### config.mk
export PLATFORM = sky130hd
export DESIGN_NAME = tlc_lamp_monitor
export DESIGN_NICKNAME = d
export VERILOG_FILES = /design/src/rtl/tlc_pkg.sv /design/src/rtl/tlc_dir_checker.sv /design/src/rtl/tlc_lamp_monitor.sv
export SDC_FILE = /design/constraint.sdc
export NUM_CORES = 1
export LEC_CHECK = 0
export CAP_MARGIN = 40
export CORE_AREA = 8 8 100 102
export CTS_CLUSTER_SIZE = 24
export DETAILED_ROUTE_END_ITERATION = 6
export DIE_AREA = 0 0 108 110
export PLACE_DENSITY = 0.69
export REMOVE_ABC_BUFFERS = 1
export SYNTH_ARGS = -nofsm -noshare
export SYNTH_HDL_FRONTEND = slang
export SYNTH_SLANG_ARGS = --single-unit
### constraint.sdc
create_clock -name clk -period 2.8 [get_ports clk]
set_input_delay 0.56 -clock clk [delete_from_list [all_inputs] [get_ports clk]]
set_output_delay 0.56 -clock clk [all_outputs]
set_load 0.01 [all_outputs]
### src/rtl/tlc_pkg.sv
// Shared encodings for the traffic-light lamp monitor: FSM states, fault codes
// and the per-direction lamp history type.
package tlc_pkg;

  localparam logic [1:0] ST_INIT  = 2'd0;
  localparam logic [1:0] ST_PASS  = 2'd1;
  localparam logic [1:0] ST_FLASH = 2'd2;

  localparam logic [2:0] FC_NONE     = 3'd0;
  localparam logic [2:0] FC_CONFLICT = 3'd1;
  localparam logic [2:0] FC_ONEHOT   = 3'd2;
  localparam logic [2:0] FC_SKIPYEL  = 3'd3;
  localparam logic [2:0] FC_SHORTYEL = 3'd4;

  typedef enum logic [1:0] {
    LAMP_NONE = 2'd0,
    LAMP_RED  = 2'd1,
    LAMP_YEL  = 2'd2,
    LAMP_GRN  = 2'd3
  } lamp_e;

  // Anything other than exactly one lit lamp decodes to LAMP_NONE.
  function automatic lamp_e lamp_decode(input logic red, input logic grn, input logic yel);
    lamp_e res;
    case ({red, grn, yel})
      3'b100:  res = LAMP_RED;
      3'b010:  res = LAMP_GRN;
      3'b001:  res = LAMP_YEL;
      default: res = LAMP_NONE;
    endcase
    return res;
  endfunction

endpackage

### src/rtl/tlc_dir_checker.sv
// Per-direction sequence checker: one-hot flag, last valid lamp, yellow run
// length and the skipped/short yellow strobes for the current sample.
module tlc_dir_checker
  import tlc_pkg::*;
#(
  parameter int YEL_MIN = 2
) (
  input  logic       clk,
  input  logic       reset,
  input  logic       hist_clr_i,
  input  logic       red_i,
  input  logic       grn_i,
  input  logic       yel_i,
  output logic       onehot_o,
  output lamp_e      prev_o,
  output logic [7:0] ycnt_o,
  output logic       skip_o,
  output logic       short_o
);

  localparam logic [31:0] YEL_MIN_U = 32'(YEL_MIN);

  lamp_e      cur_s;
  lamp_e      prev_d;
  lamp_e      prev_q;
  logic [7:0] ycnt_d;
  logic [7:0] ycnt_q;

  // Decode the sample, raise strobes and compute the next history.
  always_comb begin
    cur_s    = lamp_decode(red_i, grn_i, yel_i);
    onehot_o = (cur_s != LAMP_NONE);
    skip_o   = (prev_q == LAMP_GRN) && red_i;
    short_o  = (prev_q == LAMP_YEL) && red_i && ({24'd0, ycnt_q} < YEL_MIN_U);
    if (hist_clr_i) begin
      prev_d = LAMP_NONE;
      ycnt_d = 8'd0;
    end else if (cur_s == LAMP_YEL) begin
      prev_d = cur_s;
      ycnt_d = (ycnt_q == 8'd255) ? ycnt_q : ycnt_q + 8'd1;
    end else begin
      prev_d = cur_s;
      ycnt_d = 8'd0;
    end
  end

  // History registers.
  always_ff @(posedge clk) begin
    if (reset) begin
      prev_q <= LAMP_NONE;
      ycnt_q <= 8'd0;
    end else begin
      prev_q <= prev_d;
      ycnt_q <= ycnt_d;
    end
  end

  assign prev_o = prev_q;
  assign ycnt_o = ycnt_q;

endmodule

### src/rtl/tlc_lamp_monitor.sv
// Lamp monitor between a traffic light controller and the lamp drivers: all-red
// start-up, pass-through with fault checking, and latched fail-safe red flashing.
module tlc_lamp_monitor
  import tlc_pkg::*;
#(
  parameter int STARTUP    = 4,
  parameter int PERSIST    = 2,
  parameter int YEL_MIN    = 2,
  parameter int FLASH_HALF = 5
) (
  input  logic       clk,
  input  logic       reset,
  input  logic       EW_Red,
  input  logic       EW_Green,
  input  logic       EW_Yellow,
  input  logic       NS_Red,
  input  logic       NS_Green,
  input  logic       NS_Yellow,
  input  logic       fault_clr,
  output logic       EW_Red_o,
  output logic       EW_Green_o,
  output logic       EW_Yellow_o,
  output logic       NS_Red_o,
  output logic       NS_Green_o,
  output logic       NS_Yellow_o,
  output logic       fault,
  output logic [2:0] fault_code
);

  localparam logic [5:0]  LAMPS_RED    = 6'b100_100;
  localparam logic [15:0] STARTUP_LAST = 16'(STARTUP - 1);
  localparam logic [15:0] FLASH_LAST   = 16'(FLASH_HALF - 1);
  localparam logic [15:0] PERSIST_LAST = 16'(PERSIST - 1);

  logic [1:0]  state_d, state_q;
  logic [15:0] init_cnt_d, init_cnt_q;
  logic [15:0] flash_cnt_d, flash_cnt_q;
  logic        flash_lvl_d, flash_lvl_q;
  logic [15:0] pers_d, pers_q;
  logic        fault_d, fault_q;
  logic [2:0]  code_d, code_q;
  logic [5:0]  lamp_d, lamp_q;

  logic [5:0]  lamp_in_s;
  logic        hist_clr_s;
  logic        conflict_s, static_s, static_hit_s;
  logic [2:0]  latch_code_s;
  logic        ew_onehot_s, ew_skip_s, ew_short_s;
  logic        ns_onehot_s, ns_skip_s, ns_short_s;
  lamp_e       ew_prev_unused_s, ns_prev_unused_s;
  logic [7:0]  ew_ycnt_unused_s, ns_ycnt_unused_s;

  assign lamp_in_s  = {EW_Red, EW_Green, EW_Yellow, NS_Red, NS_Green, NS_Yellow};
  assign hist_clr_s = (state_q == ST_FLASH) && fault_clr;

  tlc_dir_checker #(.YEL_MIN(YEL_MIN)) u_ew (
    .clk(clk), .reset(reset), .hist_clr_i(hist_clr_s),
    .red_i(EW_Red), .grn_i(EW_Green), .yel_i(EW_Yellow),
    .onehot_o(ew_onehot_s), .prev_o(ew_prev_unused_s), .ycnt_o(ew_ycnt_unused_s),
    .skip_o(ew_skip_s), .short_o(ew_short_s)
  );

  tlc_dir_checker #(.YEL_MIN(YEL_MIN)) u_ns (
    .clk(clk), .reset(reset), .hist_clr_i(hist_clr_s),
    .red_i(NS_Red), .grn_i(NS_Green), .yel_i(NS_Yellow),
    .onehot_o(ns_onehot_s), .prev_o(ns_prev_unused_s), .ycnt_o(ns_ycnt_unused_s),
    .skip_o(ns_skip_s), .short_o(ns_short_s)
  );

  // Fault qualification and priority encoding.
  always_comb begin
    conflict_s   = (EW_Green | EW_Yellow) & (NS_Green | NS_Yellow);
    static_s     = conflict_s | ~ew_onehot_s | ~ns_onehot_s;
    static_hit_s = static_s && (pers_q >= PERSIST_LAST);
    if (static_hit_s && conflict_s) begin
      latch_code_s = FC_CONFLICT;
    end else if (static_hit_s) begin
      latch_code_s = FC_ONEHOT;
    end else if (ew_skip_s || ns_skip_s) begin
      latch_code_s = FC_SKIPYEL;
    end else if (ew_short_s || ns_short_s) begin
      latch_code_s = FC_SHORTYEL;
    end else begin
      latch_code_s = FC_NONE;
    end
  end

  // Monitor FSM, counters and next lamp drive.
  always_comb begin
    state_d     = state_q;
    init_cnt_d  = init_cnt_q;
    flash_cnt_d = flash_cnt_q;
    flash_lvl_d = flash_lvl_q;
    pers_d      = 16'd0;
    fault_d     = fault_q;
    code_d      = code_q;
    lamp_d      = LAMPS_RED;
    case (state_q)
      ST_INIT: begin
        if (init_cnt_q == STARTUP_LAST) begin
          state_d    = ST_PASS;
          init_cnt_d = 16'd0;
        end else begin
          init_cnt_d = init_cnt_q + 16'd1;
        end
      end
      ST_PASS: begin
        pers_d = static_s ? pers_q + 16'd1 : 16'd0;
        if (latch_code_s != FC_NONE) begin
          state_d     = ST_FLASH;
          fault_d     = 1'b1;
          code_d      = latch_code_s;
          flash_cnt_d = 16'd0;
          flash_lvl_d = 1'b1;
          pers_d      = 16'd0;
        end else if (conflict_s) begin
          // A conflicting request never reaches the lamps, even before it latches.
          lamp_d = LAMPS_RED;
        end else begin
          lamp_d = lamp_in_s;
        end
      end
      ST_FLASH: begin
        if (fault_clr) begin
          state_d    = ST_INIT;
          init_cnt_d = 16'd0;
          fault_d    = 1'b0;
          code_d     = FC_NONE;
        end else begin
          if (flash_cnt_q == FLASH_LAST) begin
            flash_cnt_d = 16'd0;
            flash_lvl_d = ~flash_lvl_q;
          end else begin
            flash_cnt_d = flash_cnt_q + 16'd1;
            flash_lvl_d = flash_lvl_q;
          end
          lamp_d = flash_lvl_d ? LAMPS_RED : 6'd0;
        end
      end
      default: begin
        state_d    = ST_INIT;
        init_cnt_d = 16'd0;
        fault_d    = 1'b0;
        code_d     = FC_NONE;
      end
    endcase
  end

  // State and output registers.
  always_ff @(posedge clk) begin
    if (reset) begin
      state_q     <= ST_INIT;
      init_cnt_q  <= 16'd0;
      flash_cnt_q <= 16'd0;
      flash_lvl_q <= 1'b1;
      pers_q      <= 16'd0;
      fault_q     <= 1'b0;
      code_q      <= FC_NONE;
      lamp_q      <= LAMPS_RED;
    end else begin
      state_q     <= state_d;
      init_cnt_q  <= init_cnt_d;
      flash_cnt_q <= flash_cnt_d;
      flash_lvl_q <= flash_lvl_d;
      pers_q      <= pers_d;
      fault_q     <= fault_d;
      code_q      <= code_d;
      lamp_q      <= lamp_d;
    end
  end

  assign {EW_Red_o, EW_Green_o, EW_Yellow_o, NS_Red_o, NS_Green_o, NS_Yellow_o} = lamp_q;
  assign fault      = fault_q;
  assign fault_code = code_q;

endmodule

Word-level counts from Yosys, hierarchy flattened --
Cells that the tools add are included.
Word-level totals: word-level logic and storage cells 112, register bits 81, input bits 9, output and inout bits 10
Operators by class: reductions and logical operators 24, muxes and demuxes 33, equal/unequal tests 22, $add $sub $neg 5, magnitude comparators 3, bitwise logic cells 13
Operator list (count):
- $mux W16 | 5
- $add A16 B1 Y16 const B | 3
- $pmux W16 S3 | 1
- $pmux W16 S2 | 1
- $mux W6 | 4
- $mux W3 | 6
- $pmux W2 S3 | 3
- $add A8 B1 Y8 const B | 2
- $eq A16 B2 Y1 const B | 1
- $eq A16 B3 Y1 const B | 1
- $eq A8 B8 Y1 const B | 2
- $ge A16 B1 Y1 const B | 1
- $lt A8 B2 Y1 const B | 2
- $eq A2 B2 Y1 const B | 7
- $pmux W6 S2 | 1
- $logic_and A1 B1 Y1 | 9
- $pmux W3 S3 | 1
- $reduce_and A3 Y1 | 3
- $ne A2 B2 Y1 const B | 4
- $not A1 Y1 | 8
- $eq A3 B1 Y1 const B | 2
- $eq A3 B2 Y1 const B | 2
- $eq A3 B3 Y1 const B | 2
- $mux W1 | 6
- 14 further kinds | 23

Longest topological paths before layout --
depth after elaboration 12, gate-level depth with buffers 10, mapped depth without buffers 8

Modules after synthesis --
From an unflattened synthesis, not the netlist that was laid out.
Second synthesis, totals: cells, all modules 405, area total of the unflattened synthesis 3828.7 sq um
Modules (own cells, without submodules):
- tlc_lamp_monitor | cells an instance 289, sequential area each 1221.2 sq um, area an instance 2762.6 sq um, instances 1
- tlc_dir_checker | cells an instance 58, sequential area each 200.2 sq um, area an instance 533.0 sq um, instances 2

Least setup slack after synthesis --
OpenSTA, ideal clock, no wires.
path type input port to flip-flop, from input port EW_Red, to register flash_cnt_q[14], path buffers 2, setup slack 0.728 ns, arrival 1.971 ns, library setup time 0.101 ns, required time 2.699 ns, stages on the path 7, cell sequence buf_2 > a32oi_1 > nand4_1 > a21o_1 > buf_2 > a311o_1 > o41ai_1
Between the ends: longest elaborated chain between the ends 12, elaborated cells on any way between the ends 22, classes of those cells 4 x eq/ne; 5 x mux; 3 x bitwise; 10 x reduce/logical
RTL lines:
- start: declaration | RTL line tlc_lamp_monitor.sv:13 | input logic EW_Red,
- $eq A3 B1 Y1 (tied with other cells) | RTL line tlc_pkg.sv:25 | case ({red, grn, yel})
- $pmux W2 S3 | RTL line tlc_pkg.sv:25
- $reduce_bool A2 Y1 | RTL line tlc_dir_checker.sv:32 | onehot_o = (cur_s != LAMP_NONE);
- $not A1 Y1 | RTL line tlc_lamp_monitor.sv:73 | static_s = conflict_s | ~ew_onehot_s | ~ns_onehot_s;
- $or A1 B1 Y1 (2 in a row) | RTL line tlc_lamp_monitor.sv:73
- $logic_and A1 B1 Y1 | RTL line tlc_lamp_monitor.sv:74 | static_hit_s = static_s && (pers_q >= PERSIST_LAST);
- $mux W3 or $logic_and A1 B1 Y1 (tied branches) | RTL line tlc_lamp_monitor.sv:77, tlc_lamp_monitor.sv:75
- $mux W3 * | RTL line tlc_lamp_monitor.sv:75 | if (static_hit_s && conflict_s) begin
- $reduce_bool A3 Y1 * | RTL line tlc_lamp_monitor.sv:109 | if (latch_code_s != FC_NONE) begin
- $ne A2 B2 Y1 (no line) *
- $reduce_and A3 Y1 (no line) *
- end signal: assignment | RTL line tlc_lamp_monitor.sv:163 | flash_cnt_q <= flash_cnt_d;
- end: declaration | RTL line tlc_lamp_monitor.sv:37 | logic [15:0] flash_cnt_d, flash_cnt_q;
Mark *: on every way between the ends. The rest lies on a longest branch, timed or not. A chain may end at the register's enable or synchronous reset.

Worst setup path in the final report --
from input port NS_Green, to register flash_cnt_q[11]
Between the ends: longest elaborated chain between the ends 11, elaborated cells on any way between the ends 17, classes of those cells 4 x eq/ne; 3 x mux; 5 x bitwise; 5 x reduce/logical
RTL lines:
- start: declaration | RTL line tlc_lamp_monitor.sv:17 | input logic NS_Green,
- $eq A3 B1 Y1 (tied with other cells) | RTL line tlc_pkg.sv:25
- $pmux W2 S3 | RTL line tlc_pkg.sv:25
- $reduce_bool A2 Y1 | RTL line tlc_dir_checker.sv:32
- $not A1 Y1 | RTL line tlc_lamp_monitor.sv:73
- $or A1 B1 Y1 | RTL line tlc_lamp_monitor.sv:73
- $logic_and A1 B1 Y1 | RTL line tlc_lamp_monitor.sv:74
- $mux W3 or $logic_and A1 B1 Y1 (tied branches) | RTL line tlc_lamp_monitor.sv:77, tlc_lamp_monitor.sv:75
- $mux W3 * | RTL line tlc_lamp_monitor.sv:75
- $reduce_bool A3 Y1 * | RTL line tlc_lamp_monitor.sv:109
- $ne A2 B2 Y1 (no line) *
- $reduce_and A3 Y1 (no line) *
Marked as above.

==> flow_summary.yaml <==
logic_synthesis:
  syn-cell-area_um2: 3660
  synth_top_family_by_area: "simple AND/OR/NAND/NOR gates"
  avgSynthCellArea_um2: 8.81
  ys_ff_latch: 81
  yosysWarnings: 0
  ys_seq_area_frac: 0.443
  synth-main-ff-cell: "dfxtp_1"
  synth_xor_area_frac: 0.0598
  synth_fa_ha_area_frac: 0.0376
  yosysTopAreaCell: "dfxtp_1"
  synth_cells: 416
  synth-simple-area-share: 0.291
  synth_cell_types: 51
  muxShareOfSynthArea: 0.00820
  async_flop_share: 0
  synth_compound_area_frac: 0.127
  ys_top_cells_by_area: "dfxtp_1, nor2_1, nand3_1, ha_1, xor2_1"
  netlist.area_leader.share: 0.443
  synth_edf_count: 0
cts:
  holdBufCountCts: 0
  clock_latency_ns: 0.35
  clkTransAtPathRegs_ns: 0.09
  cts_inserted_buffers: 9
  cts-htree-levels: 3
  cts-resized-gates: 0
  clock_sink_count: 81
  post_cts_buffers: 0
  cts-root-buf: "clkbuf_8"
  cts_max_path_buffers: 2
  cts_tree: "yes"
power:
  vdd_ir_drop_max_v: 0.000317
  cellPowerDensity_nw_per_um2: 678
  p_leak_nw: 1.52
timing:
  whs_ns: 0.471
  hold_violations: 0
  finalMaxSlewViolations: 0
  relSlewSlack: 0.428
  setup_ws_ns: 0.371
  clock.fmax_mhz: 412
  setup_viol: 0
  period_share: 0.867
  clock-skew-final_ns: 0.0139
  rsz0062_at_grt: "false"
  fin_crit_ns: 2.43
  tightestPinTransition_ns: 0.853
setup_path:
  path_class: "in2reg"
  r2r.worst_path.cells: 8
  worst_setup_path_end_kind: "flip-flop"
  path_max_fanout: 11
  rr_startpoint: "flash_cnt_q[0]"
  worstPathRequired_ns: 3.00
  r2r-end: "flash_cnt_q[11]"
  crit_path_start_kind: "input port"
  rrSetupSlack_ns: 0.47
  cp-startpoint: "NS_Green"
  crit_arrival_ns: 2.63
placed_design:
  placedCellCount: 548
  place_congestion: 0.832
  post-place-ws_ns: -0.0116
  hpwl_um: 5530
  io_buffers: 18
floorplan:
  rows: 34
  coreArea_um2: 8470
  die_h_um: 110
  io_pins: 19
  die_area_um2: 11900
  die_w_um: 108
  start_util: 0.433
final_layout:
  area_growth_pct: 15.6
  final_common_cell: "dfxtp_1"
  n_antenna_cell: 0
  drive_gt1_frac: 0.0768
  final_cell_mix: "dfxtp_1, nor2_1, nand3_1, nand2_1, a21oi_1"
  finish.utilization: 0.500
  final_nets: 471
  instances_no_fill: 564
global_route:
  antenna_found_initial: 0
  use_met3: 0.0285
  gr-usage-all-layers: 0.138
  grt_max_degree: 32
  grt_busiest_layer: "met2"
  globalRoute.totalOverflow: 0
  grt_pass1_vias: 2936
  use_met1: 0.171
  grt_pass1_wl_um: 13500
  grtUsageMet2: 0.225
outcome:
  outcome: "finished, final reports clean"
drt:
  viasPerCell: 5.49
  drt-total-wl_um: 7660
  drtIter0Drc: 138
  ant_nets: 0
  wl_per_cell_um: 13.6
  drc: 0
  vias: 3097
  first_pass_iters: 4
hold_path:
  whs_path_depth: 2
  whs_endpoint: "fault_code[0]"
  min-delay-start: "fault_code[0]"
  hold_path_class: "reg2reg"
flow_run:
  drv_cap: 0
-- layout make-up --
type / instances / area, um2
Clock buffer: 9 / 124
Clock inverter: 7 / 83.8
Fill cell: 799 / 4230
Inverter: 12 / 45.0
Multi-Input combinational cell: 320 / 1970
Sequential cell: 81 / 1620
Tap cell: 108 / 135
Timing Repair Buffer: 27 / 260
-- state kept, by name, summed over array words and instances, names as in the netlist --
signal and count:
flash_cnt_q 16, init_cnt_q 16, pers_q 16, u_ew.ycnt_o 8, u_ns.ycnt_o 8, lamp_q 6
fault_code 3, state_q 2, u_ew.prev_o 2, u_ns.prev_o 2, fault 1, flash_lvl_q 1
-- layer usage --
metal | wire length (um) | vias to the layer above
li1 | - | 1568
met1 | 3670 | 1470
met2 | 3590 | 44
met3 | 240 | 15
met4 | 155 | 0
met5 | 0 | -
-- worst max-delay path: stages --
cell             delay (ns)
clkdlybuf4s50_1        0.52
xnor2_1                0.31
nor4_2                 0.10
nor2_2                 0.25
a21oi_4                0.11
o21ai_1                0.69
a21oi_1                0.09
-- worst max path at each step --
stage                           end  slack, ns  cells after the start
floorplan            flash_cnt_q[0]       0.57                      6
global placement     flash_cnt_q[9]       0.08                      7
detailed placement  flash_cnt_q[12]      -0.01                      7
CTS                 flash_cnt_q[11]       0.37                      7
global route        flash_cnt_q[12]       0.15                      7
finish              flash_cnt_q[11]       0.37                      7
-- cell usage after synthesis, types with 2 or more instances --
master and count:
dfxtp_1 81, nor2_1 42, nand3_1 30, nand2_1 26, a21oi_1 23, nand4_1 15, nor3_1 14, o21ai_0 14
xor2_1 14, and3_1 13, ha_1 11, inv_1 11, xnor2_1 11, clkbuf_1 9, nor4_1 9, o31ai_1 9
or4_1 9, and2_1 6, nor4b_1 6, o21ai_1 6, a31oi_1 5, and4_1 5, nand2b_1 5, or3_1 4
buf_2 3, mux2i_1 3, nor2b_1 3, a211oi_1 2, buf_4 2, o211ai_1 2, o41ai_1 2, or2_2 2
-- kinds of logic (layout without fill, tap and decap cells) --
kind of cell / count (synthesis) / count (layout)
adder cells (fa/ha/maj): 11 / 11
multiplexers: 3 / 3
other: 1 / 13
AND/OR/NAND/NOR: 195 / 195
buffers and inverters: 27 / 55
XOR/XNOR: 25 / 25
AO/OA/AOI/OAI: 73 / 73
flip-flops: 81 / 81
-- stage by stage --
step                      area, um2  power, W  TNS [ns]
final                          4240   0.00287         0
after global routing           4240   0.00304         0
after CTS                      4240   0.00289         0
after detailed placement       4030   0.00199   -0.0653
after global placement         4030   0.00198         0
after floorplan                3630   0.00174         0
-- report_power, final --
| part | switching [W] | internal (W) | leakage [nW] |
|---|---|---|---|
| Sequential | 0.0000435 | 0.00122 | 0.659 |
| Clock | 0.000468 | 0.000431 | 0.103 |
| Combinational | 0.000456 | 0.000251 | 0.758 |
| Total | 0.000968 | 0.00190 | 1.52 |
(Power assumes the default switching activity.)
